[config.mk]
export PLATFORM = sky130hd
export DESIGN_NAME = mmio_region_router
export DESIGN_NICKNAME = d
export VERILOG_FILES = /design/src/rtl/mmio_region_router.sv
export SDC_FILE = /design/constraint.sdc
export NUM_CORES = 1
export LEC_CHECK = 0
export CELL_PAD_IN_SITES_DETAIL_PLACEMENT = 1
export CELL_PAD_IN_SITES_GLOBAL_PLACEMENT = 1
export CORE_ASPECT_RATIO = 0.5
export CORE_MARGIN = 10
export CORE_UTILIZATION = 27
export DETAILED_ROUTE_END_ITERATION = 6
export PLACE_DENSITY = 0.85
export SLEW_MARGIN = 30
export SYNTH_ARGS = -nofsm -noshare
export SYNTH_HDL_FRONTEND = slang
export SYNTH_HIERARCHICAL = 1
export SYNTH_SLANG_ARGS = --single-unit
export TNS_END_PERCENT = 100
[constraint.sdc]
create_clock -name clock -period 3.4 [get_ports clock]
set_clock_uncertainty 0.05 [all_clocks]
set_input_delay 0.51 -clock clock [delete_from_list [all_inputs] [get_ports clock]]
set_output_delay 0.51 -clock clock [all_outputs]
set_load 0.005 [all_outputs]
[src/rtl/mmio_region_router.sv]
// Registered MMIO router: decodes a host word index into one of NUM_REGIONS device
// ports, holds the request until the device acks, and errors on unmapped or timed-out accesses.

module mmio_region_channel #(
    parameter int NUM_REGIONS = 4,
    parameter int INDEX_WIDTH = 32,
    parameter logic [NUM_REGIONS*INDEX_WIDTH-1:0] REGION_BASES  = '0,
    parameter logic [NUM_REGIONS*INDEX_WIDTH-1:0] REGION_BOUNDS = '0,
    parameter int TIMEOUT_CYCLES = 256
) (
    input  logic                   clock,
    input  logic                   reset,
    input  logic                   host_req,
    input  logic [INDEX_WIDTH-1:0] host_index,
    output logic                   host_ack,
    output logic                   host_error,
    output logic [NUM_REGIONS-1:0] dev_req,
    output logic [INDEX_WIDTH-1:0] dev_index,
    input  logic [NUM_REGIONS-1:0] dev_ack,
    output logic [15:0]            error_count
);
    // state | meaning
    // IDLE  | waiting for a host request
    // BUSY  | device request outstanding, timeout timer running
    // DONE  | ack issued, waiting for host to drop its request
    typedef enum logic [1:0] {IDLE, BUSY, DONE} state_t;

    localparam int TIMER_W = (TIMEOUT_CYCLES > 1) ? $clog2(TIMEOUT_CYCLES) : 1;
    localparam logic [TIMER_W-1:0] TIMER_LOAD =
        TIMER_W'((TIMEOUT_CYCLES > 0) ? TIMEOUT_CYCLES - 1 : 0);

    state_t                 state, state_nx;
    logic [NUM_REGIONS-1:0] sel, sel_nx;
    logic [INDEX_WIDTH-1:0] offset_nx;
    logic [TIMER_W-1:0]     timer, timer_nx;
    logic                   ack_nx, error_nx;
    logic [15:0]            count_nx;

    logic                   hit;
    logic [NUM_REGIONS-1:0] hit_sel;
    logic [INDEX_WIDTH-1:0] hit_offset;

    // Ascending scan with a found flag so the lowest region wins on overlap.
    always_comb begin
        hit        = 1'b0;
        hit_sel    = '0;
        hit_offset = '0;
        for (int r = 0; r < NUM_REGIONS; r++) begin
            if (!hit &&
                host_index >= REGION_BASES[r*INDEX_WIDTH +: INDEX_WIDTH] &&
                host_index <  REGION_BOUNDS[r*INDEX_WIDTH +: INDEX_WIDTH]) begin
                hit        = 1'b1;
                hit_sel[r] = 1'b1;
                hit_offset = host_index - REGION_BASES[r*INDEX_WIDTH +: INDEX_WIDTH];
            end
        end
    end

    always_comb begin
        state_nx  = state;
        sel_nx    = sel;
        offset_nx = dev_index;
        timer_nx  = timer;
        ack_nx    = 1'b0;
        error_nx  = 1'b0;
        unique case (state)
            IDLE: begin
                if (host_req) begin
                    if (hit) begin
                        sel_nx    = hit_sel;
                        offset_nx = hit_offset;
                        timer_nx  = TIMER_LOAD;
                        state_nx  = BUSY;
                    end else begin
                        ack_nx   = 1'b1;
                        error_nx = 1'b1;
                        state_nx = DONE;
                    end
                end
            end
            BUSY: begin
                if (|(dev_ack & sel)) begin
                    ack_nx   = 1'b1;
                    state_nx = DONE;
                end else if (TIMEOUT_CYCLES != 0 && timer == '0) begin
                    ack_nx   = 1'b1;
                    error_nx = 1'b1;
                    state_nx = DONE;
                end else begin
                    timer_nx = timer - 1'b1;
                end
            end
            DONE: begin
                if (!host_req)
                    state_nx = IDLE;
            end
            default: state_nx = IDLE;
        endcase
        count_nx = (error_nx && error_count != 16'hFFFF) ? error_count + 16'd1 : error_count;
    end

    always_ff @(posedge clock or posedge reset) begin
        if (reset) begin
            state       <= IDLE;
            sel         <= '0;
            dev_index   <= '0;
            timer       <= '0;
            host_ack    <= 1'b0;
            host_error  <= 1'b0;
            error_count <= '0;
        end else begin
            state       <= state_nx;
            sel         <= sel_nx;
            dev_index   <= offset_nx;
            timer       <= timer_nx;
            host_ack    <= ack_nx;
            host_error  <= error_nx;
            error_count <= count_nx;
        end
    end

    // Request is gated by state so a reset or completion drops it immediately.
    assign dev_req = (state == BUSY) ? sel : '0;

endmodule

module mmio_region_router #(
    parameter int NUM_REGIONS = 4,
    parameter int INDEX_WIDTH = 32,
    parameter int DATA_WIDTH  = 32,
    parameter logic [NUM_REGIONS*INDEX_WIDTH-1:0] REGION_BASES  = {NUM_REGIONS{INDEX_WIDTH'(0)}},
    parameter logic [NUM_REGIONS*INDEX_WIDTH-1:0] REGION_BOUNDS = {NUM_REGIONS{INDEX_WIDTH'(0)}},
    parameter int TIMEOUT_CYCLES = 256,
    parameter logic [DATA_WIDTH-1:0] ERROR_DATA = 32'hDEAD_BEEF
) (
    input  logic                              clock,
    input  logic                              reset,
    input  logic                              host_read_req,
    input  logic [INDEX_WIDTH-1:0]            host_read_index,
    output logic                              host_read_ack,
    output logic [DATA_WIDTH-1:0]             host_read_data,
    output logic                              host_read_error,
    input  logic                              host_write_req,
    input  logic [INDEX_WIDTH-1:0]            host_write_index,
    input  logic [DATA_WIDTH-1:0]             host_write_data,
    output logic                              host_write_ack,
    output logic                              host_write_error,
    output logic [NUM_REGIONS-1:0]            dev_read_req,
    output logic [INDEX_WIDTH-1:0]            dev_read_index,
    input  logic [NUM_REGIONS-1:0]            dev_read_ack,
    input  logic [NUM_REGIONS*DATA_WIDTH-1:0] dev_read_data,
    output logic [NUM_REGIONS-1:0]            dev_write_req,
    output logic [INDEX_WIDTH-1:0]            dev_write_index,
    output logic [DATA_WIDTH-1:0]             dev_write_data,
    input  logic [NUM_REGIONS-1:0]            dev_write_ack,
    output logic [15:0]                       read_error_count,
    output logic [15:0]                       write_error_count
);
    logic [DATA_WIDTH-1:0] rdata_q, rdata_nx;
    logic [DATA_WIDTH-1:0] wdata_q;

    mmio_region_channel #(
        .NUM_REGIONS(NUM_REGIONS), .INDEX_WIDTH(INDEX_WIDTH),
        .REGION_BASES(REGION_BASES), .REGION_BOUNDS(REGION_BOUNDS),
        .TIMEOUT_CYCLES(TIMEOUT_CYCLES)
    ) u_read (
        .clock(clock), .reset(reset),
        .host_req(host_read_req), .host_index(host_read_index),
        .host_ack(host_read_ack), .host_error(host_read_error),
        .dev_req(dev_read_req), .dev_index(dev_read_index),
        .dev_ack(dev_read_ack), .error_count(read_error_count)
    );

    mmio_region_channel #(
        .NUM_REGIONS(NUM_REGIONS), .INDEX_WIDTH(INDEX_WIDTH),
        .REGION_BASES(REGION_BASES), .REGION_BOUNDS(REGION_BOUNDS),
        .TIMEOUT_CYCLES(TIMEOUT_CYCLES)
    ) u_write (
        .clock(clock), .reset(reset),
        .host_req(host_write_req), .host_index(host_write_index),
        .host_ack(host_write_ack), .host_error(host_write_error),
        .dev_req(dev_write_req), .dev_index(dev_write_index),
        .dev_ack(dev_write_ack), .error_count(write_error_count)
    );

    // dev_read_req is only non-zero in BUSY, so this matches the channel's completion condition.
    always_comb begin
        rdata_nx = '0;
        for (int r = 0; r < NUM_REGIONS; r++) begin
            if (dev_read_req[r] && dev_read_ack[r])
                rdata_nx = dev_read_data[r*DATA_WIDTH +: DATA_WIDTH];
        end
    end

    always_ff @(posedge clock or posedge reset) begin
        if (reset) begin
            rdata_q <= '0;
            wdata_q <= '0;
        end else begin
            rdata_q <= rdata_nx;
            // Frozen while the write is outstanding; otherwise tracks the host.
            if (dev_write_req == '0)
                wdata_q <= host_write_data;
        end
    end

    assign host_read_data = host_read_error ? ERROR_DATA : rdata_q;
    assign dev_write_data = wdata_q;

endmodule

**Word-level counts from Yosys, hierarchy flattened**

Index checks and enable logic that the tools add are counted.

- Register bits after elaboration: 192
- Logic and storage cells: 150

- Add/subtract/negate cells: 4
- $lt $le $gt $ge: 4
- Equality and inequality tests: 18
- Mux-type cells: 65
- Bitwise gates (word level): 2
- Reduce and logical (&&, ||, !) cells: 41

Operator list:

| cell | count |
|---|---|
| $mux 32 | 13 |
| $ge 32x1->1 const B | 2 |
| $lt 32x1->1 const B | 2 |
| $mux 8 | 8 |
| $add 16x1->16 const B | 2 |
| $ne 16x16->1 const B | 2 |
| $pmux 8 s2 | 2 |
| $mux 1 | 24 |
| $logic_and 1x1->1 | 20 |
| $mux 2 | 10 |
| $logic_not 8->1 | 2 |
| $ne 2x2->1 const B | 8 |
| $sub 8x1->8 const B | 2 |
| $pmux 2 s3 | 2 |
| $reduce_and 3->1 | 4 |
| $reduce_and 5->1 | 2 |
| $and 4x4->4 | 2 |
| $mux 4 | 2 |
| $pmux 1 s2 | 4 |
| $reduce_or 4->1 | 2 |
| $logic_not 1->1 | 6 |
| $ne 3x1->1 const B | 2 |
| $eq 2x1->1 const B | 2 |
| $eq 2x2->1 const B | 2 |
| other kinds (4) | 7 |

**Depth between registers and ports, before layout**

- Word-level depth: 19
- Mapped depth: 6
- Depth with buffers taken out: 6

**By module**

The synthesis kept the hierarchy.

Modules (own cells, without submodules):

| module | instances | cells an instance | area each (µm²) |
|---|---|---|---|
| mmio_region_router | 1 | 292 | 3,342.0 |
| mmio_region_channel (u_write) | 1 | 121 | 1,161.1 |
| mmio_region_channel (u_read) | 1 | 119 | 1,152.4 |

**Worst setup path before layout**

OpenSTA, ideal clock, no wires.

- Kind: input -> register
- Start: input host_write_req
- End: register u_write.error_count[15]
- Library setup time: 79 ps
- Data arrival time: 1,860 ps
- Data required time: 3,271 ps
- Setup slack: 1,411 ps
- Cell stages on the path: 5
- Path buffers: 0
- Cell sequence: ha_1 > nand4_1 > or4_1 > a311oi_2 > xor2_1

- Cells in the longest elaborated chain, start to end: 3

Ends and longest elaborated chain:

| what | line | RTL |
|---|---|---|
| start, declared | 143 | `input logic host_write_req,` |
| $mux 1 | 68 | `if (host_req) begin` |
| $pmux 1 s2 | 66 | `unique case (state)` |
| $logic_and 1x1->1 | 99 | `count_nx = (error_nx && error_count != 16'hFFFF) ? error_count + 16'd1 : error_count;` |
| end signal, assigned | 118 | `error_count <= count_nx;` |
| end, declared | 20 | `output logic [15:0] error_count` |

No other way between the ends.
A chain may end at the register's enable or synchronous reset.

==> results.md <==
* Status: complete, but fails checks
* Failing checks: slew limit
* Die X at 224.7 um
* Number of global-route vias before repair at 5611
* Critical Path End: host_read_data[2]
* Detailed placement HPWL at 18.36 mm
* Final net count at 1018
* Worst Path Max Fanout at 34
* Max cap viols at 0
* CP Depth at 3
* Starting Density at 27.51%
* YS warnings at 6
* Post-synth top area share at 44.25%
* Synth top area cells: dfrtp_1 (44%), buf_4 (10%), o221a_1 (6.0%)
* Drt drc at 0
* Via count at 4963
* Num Clock Sinks at 100
* Post-synth cell types at 48
* Placed instance area at 0.008237 mm^2
* Worst skew pair latency at 360 ps
* Startpoint class of the critical path: flip-flop
* Final Max Tran Viols at 32
* Mapped Avg Cell Area at 10.63 um^2
* Initial drt markers at 226
* Design Area, Final at 0.008537 mm^2
* H-tree depth at 3
* Crit path from: u_read/host_ack$_DFF_PP0_
* Final min period at 2380 ps
* Number of fill cells in the layout at 2316
* Routed Wire Length at 22.93 mm
* CP endpoint kind: primary output
* Final GP Congestion at 0.8421
* CTS Buf Count at 9
* Most frequent cells in the layout: clkdlybuf4s50_1 (267), dfrtp_1 (100), conb_1 (72)
* TritonCTS clock tree: done
* Tot Pwr at 0.004087 W
* Crit path cell chain: buf_4, or2_2, clkdlybuf4s50_1
* Yosys reg bits at 100
* Post-placement cell count at 1040
* Leak pwr at 3.574 nW
* Gr ovfl total at 0
* Worst-path clk slew at 80 ps
* Row Count at 37
* ANT nets after route at 0
* Share of cells above drive strength 1 at 11.62%
* Crit-path max cell delay at 520 ps
* Post-Syn Instances at 532
* FFs w/ async S/R, synth at 100.0%
* Die span in y at 122.3 um
* I/O pins at 408
* Number of synthesized flops with an enable pin at 0
* Final Non-Filler Cells at 1058
* Origin of the critical flop-to-flop path: u_write/state[1]$_DFFE_PP0P_
* Slew Limit Headroom at -3.888%
* Hold Fails Final Rpt at 0
* Routed length per placed instance at 21.67 um
* Clock Root Buffer: clkbuf_16
* Slowest CP cell: clkdlybuf4s50_1
* Die area at 0.02749 mm^2
* Reg2Reg Capture Point: u_write/error_count[15]$_DFFE_PP0P_
* Mapped Area at 0.005655 mm^2
* Setup CP Type: reg -> out
* Fmax at 0.4202 GHz
* First-pass GRT wire length at 33.53 mm
* Longest Clk Path Bufs at 2
* Resize count post-CTS at 0
* Hold buffers post-CTS at 0
* Vias per cell at 4.691
* Crit path buf inv count at 2
* Initial antenna violation count at 2
* RSZ-0062 raised after global routing: false
* Post-synth top area cell: dfrtp_1
* Area delta synth->final at 50.95%
* Arrival @ worst endpoint at 1820 ps
* R2R cell count at 6
* Total negative setup slack at 0 ps
* Largest net degree at the start of global routing at 38
* Actual slew at the worst max-slew pin at 1558 ps
* Commonest non-fill, non-tap cell in the layout: clkdlybuf4s50_1
* WP data required at 2840 ps
* Seq/Total Area, Yosys at 44.25%
* Final Cycle Share at 70.00%
* Cell family with most CP delay: buffers and inverters
* Core Box Area at 0.02055 mm^2
* Pre-Repair DR Iteration Count at 4
* IO buf count at 267
* Final Util at 41.53%
* Final setup fails at 0
* Worst hold path type: reg -> reg
* Power per cell area at 478.8 mW/mm^2
* VDD IR-drop max at 214.4 uV
* Postcts setup bufs at 0
* Prevailing post-synth register cell: dfrtp_1
* Reg2Reg Setup Slack at 1290 ps
* GRT Util Overall at 16.05%
routing by layer:
| layer | part of all wire, % | track usage (%) | vias up |
|---|---|---|---|
| met3 | 4.8 | 4.238 | 52 |
| met2 | 57 | 32.03 | 175 |
| met4 | 4.2 | 7.598 | 0 |
| met5 | 0 | 0 | - |
| li1 | - | - | 2263 |
| met1 | 34 | 15.25 | 2473 |
kinds of logic after synthesis:
group / synth area share [%]
mux: 7.898
compound gates: 14.23
simple gates: 14.23
other cells: 0.1328
flops: 44.25
xor+xnor: 2.942
buf+inv: 15.44
fa+ha+maj: 0.8850
per-stage QoR:
| step | setup WS, ps | hold WS (ps) |
|---|---|---|
| 6_report | 1020 | 430.6 |
| 5_1_grt | 918.4 | 450.8 |
| 4_1_cts | 979.6 | 434.2 |
| 3_5_place_dp | 749.3 | 420.7 |
| 3_3_place_gp | 806.3 | 408.6 |
| 2_1_floorplan | 1242 | 394.8 |
synth_stat cells, types with 10 or more instances:
library cell / number
buf_4: 75
clkbuf_1: 18
a21oi_1: 13
inv_1: 38
or2_2: 24
o311ai_1: 30
xnor2_1: 16
nand3_1: 43
nand4_1: 13
mux2_2: 23
dfrtp_1: 100
o221a_1: 30
nor2b_1: 10
mux2_4: 11
nor2_1: 13
layout make-up:
cell class | count | area [um^2] | share of cell area [%]
multi-input combinational | 359 | 2542 | 29.78
timing repair buffer | 270 | 2708 | 31.72
sequential | 100 | 2502 | 29.31
antenna | 2 | 5.005 | 0.05863
clock inverter | 7 | 70.07 | 0.8208
clock buffer | 9 | 225.2 | 2.638
tap | 273 | 341.6 | 4.001
inverter | 38 | 142.6 | 1.671
sequential cells by signal (all words and copies together) (netlist names):
name                 count
u_read/host_ack          1
u_write/host_ack         1
u_write/state            1
dev_write_data          32
u_write/error_count     16
u_read/state             1
rdata_q                 32
u_read/error_count      16
where the power goes:
group | total [W] | switching [W] | internal (W)
clock | 0.00102 | 0.000508 | 0.000515
sequential | 0.00159 | 0.000179 | 0.00141
combinational | 0.00148 | 0.000575 | 0.000904
worst min path at each step:
stage	start	to	slack (ps)	depth (start not counted)
final	u_read/state[1]$_DFFE_PP0P_	u_read/state[1]$_DFFE_PP0P_	430	1
after global routing	u_read/state[1]$_DFFE_PP0P_	u_read/state[1]$_DFFE_PP0P_	450	1
after floorplan	u_read/state[1]$_DFFE_PP0P_	u_read/state[1]$_DFFE_PP0P_	390	1
after CTS	u_read/state[1]$_DFFE_PP0P_	u_read/state[1]$_DFFE_PP0P_	430	1
after detailed placement	u_read/state[1]$_DFFE_PP0P_	u_read/state[1]$_DFFE_PP0P_	420	1
after global placement	u_read/state[1]$_DFFE_PP0P_	u_read/state[1]$_DFFE_PP0P_	410	1
No activity file was read; power rests on OpenSTA's default activity.
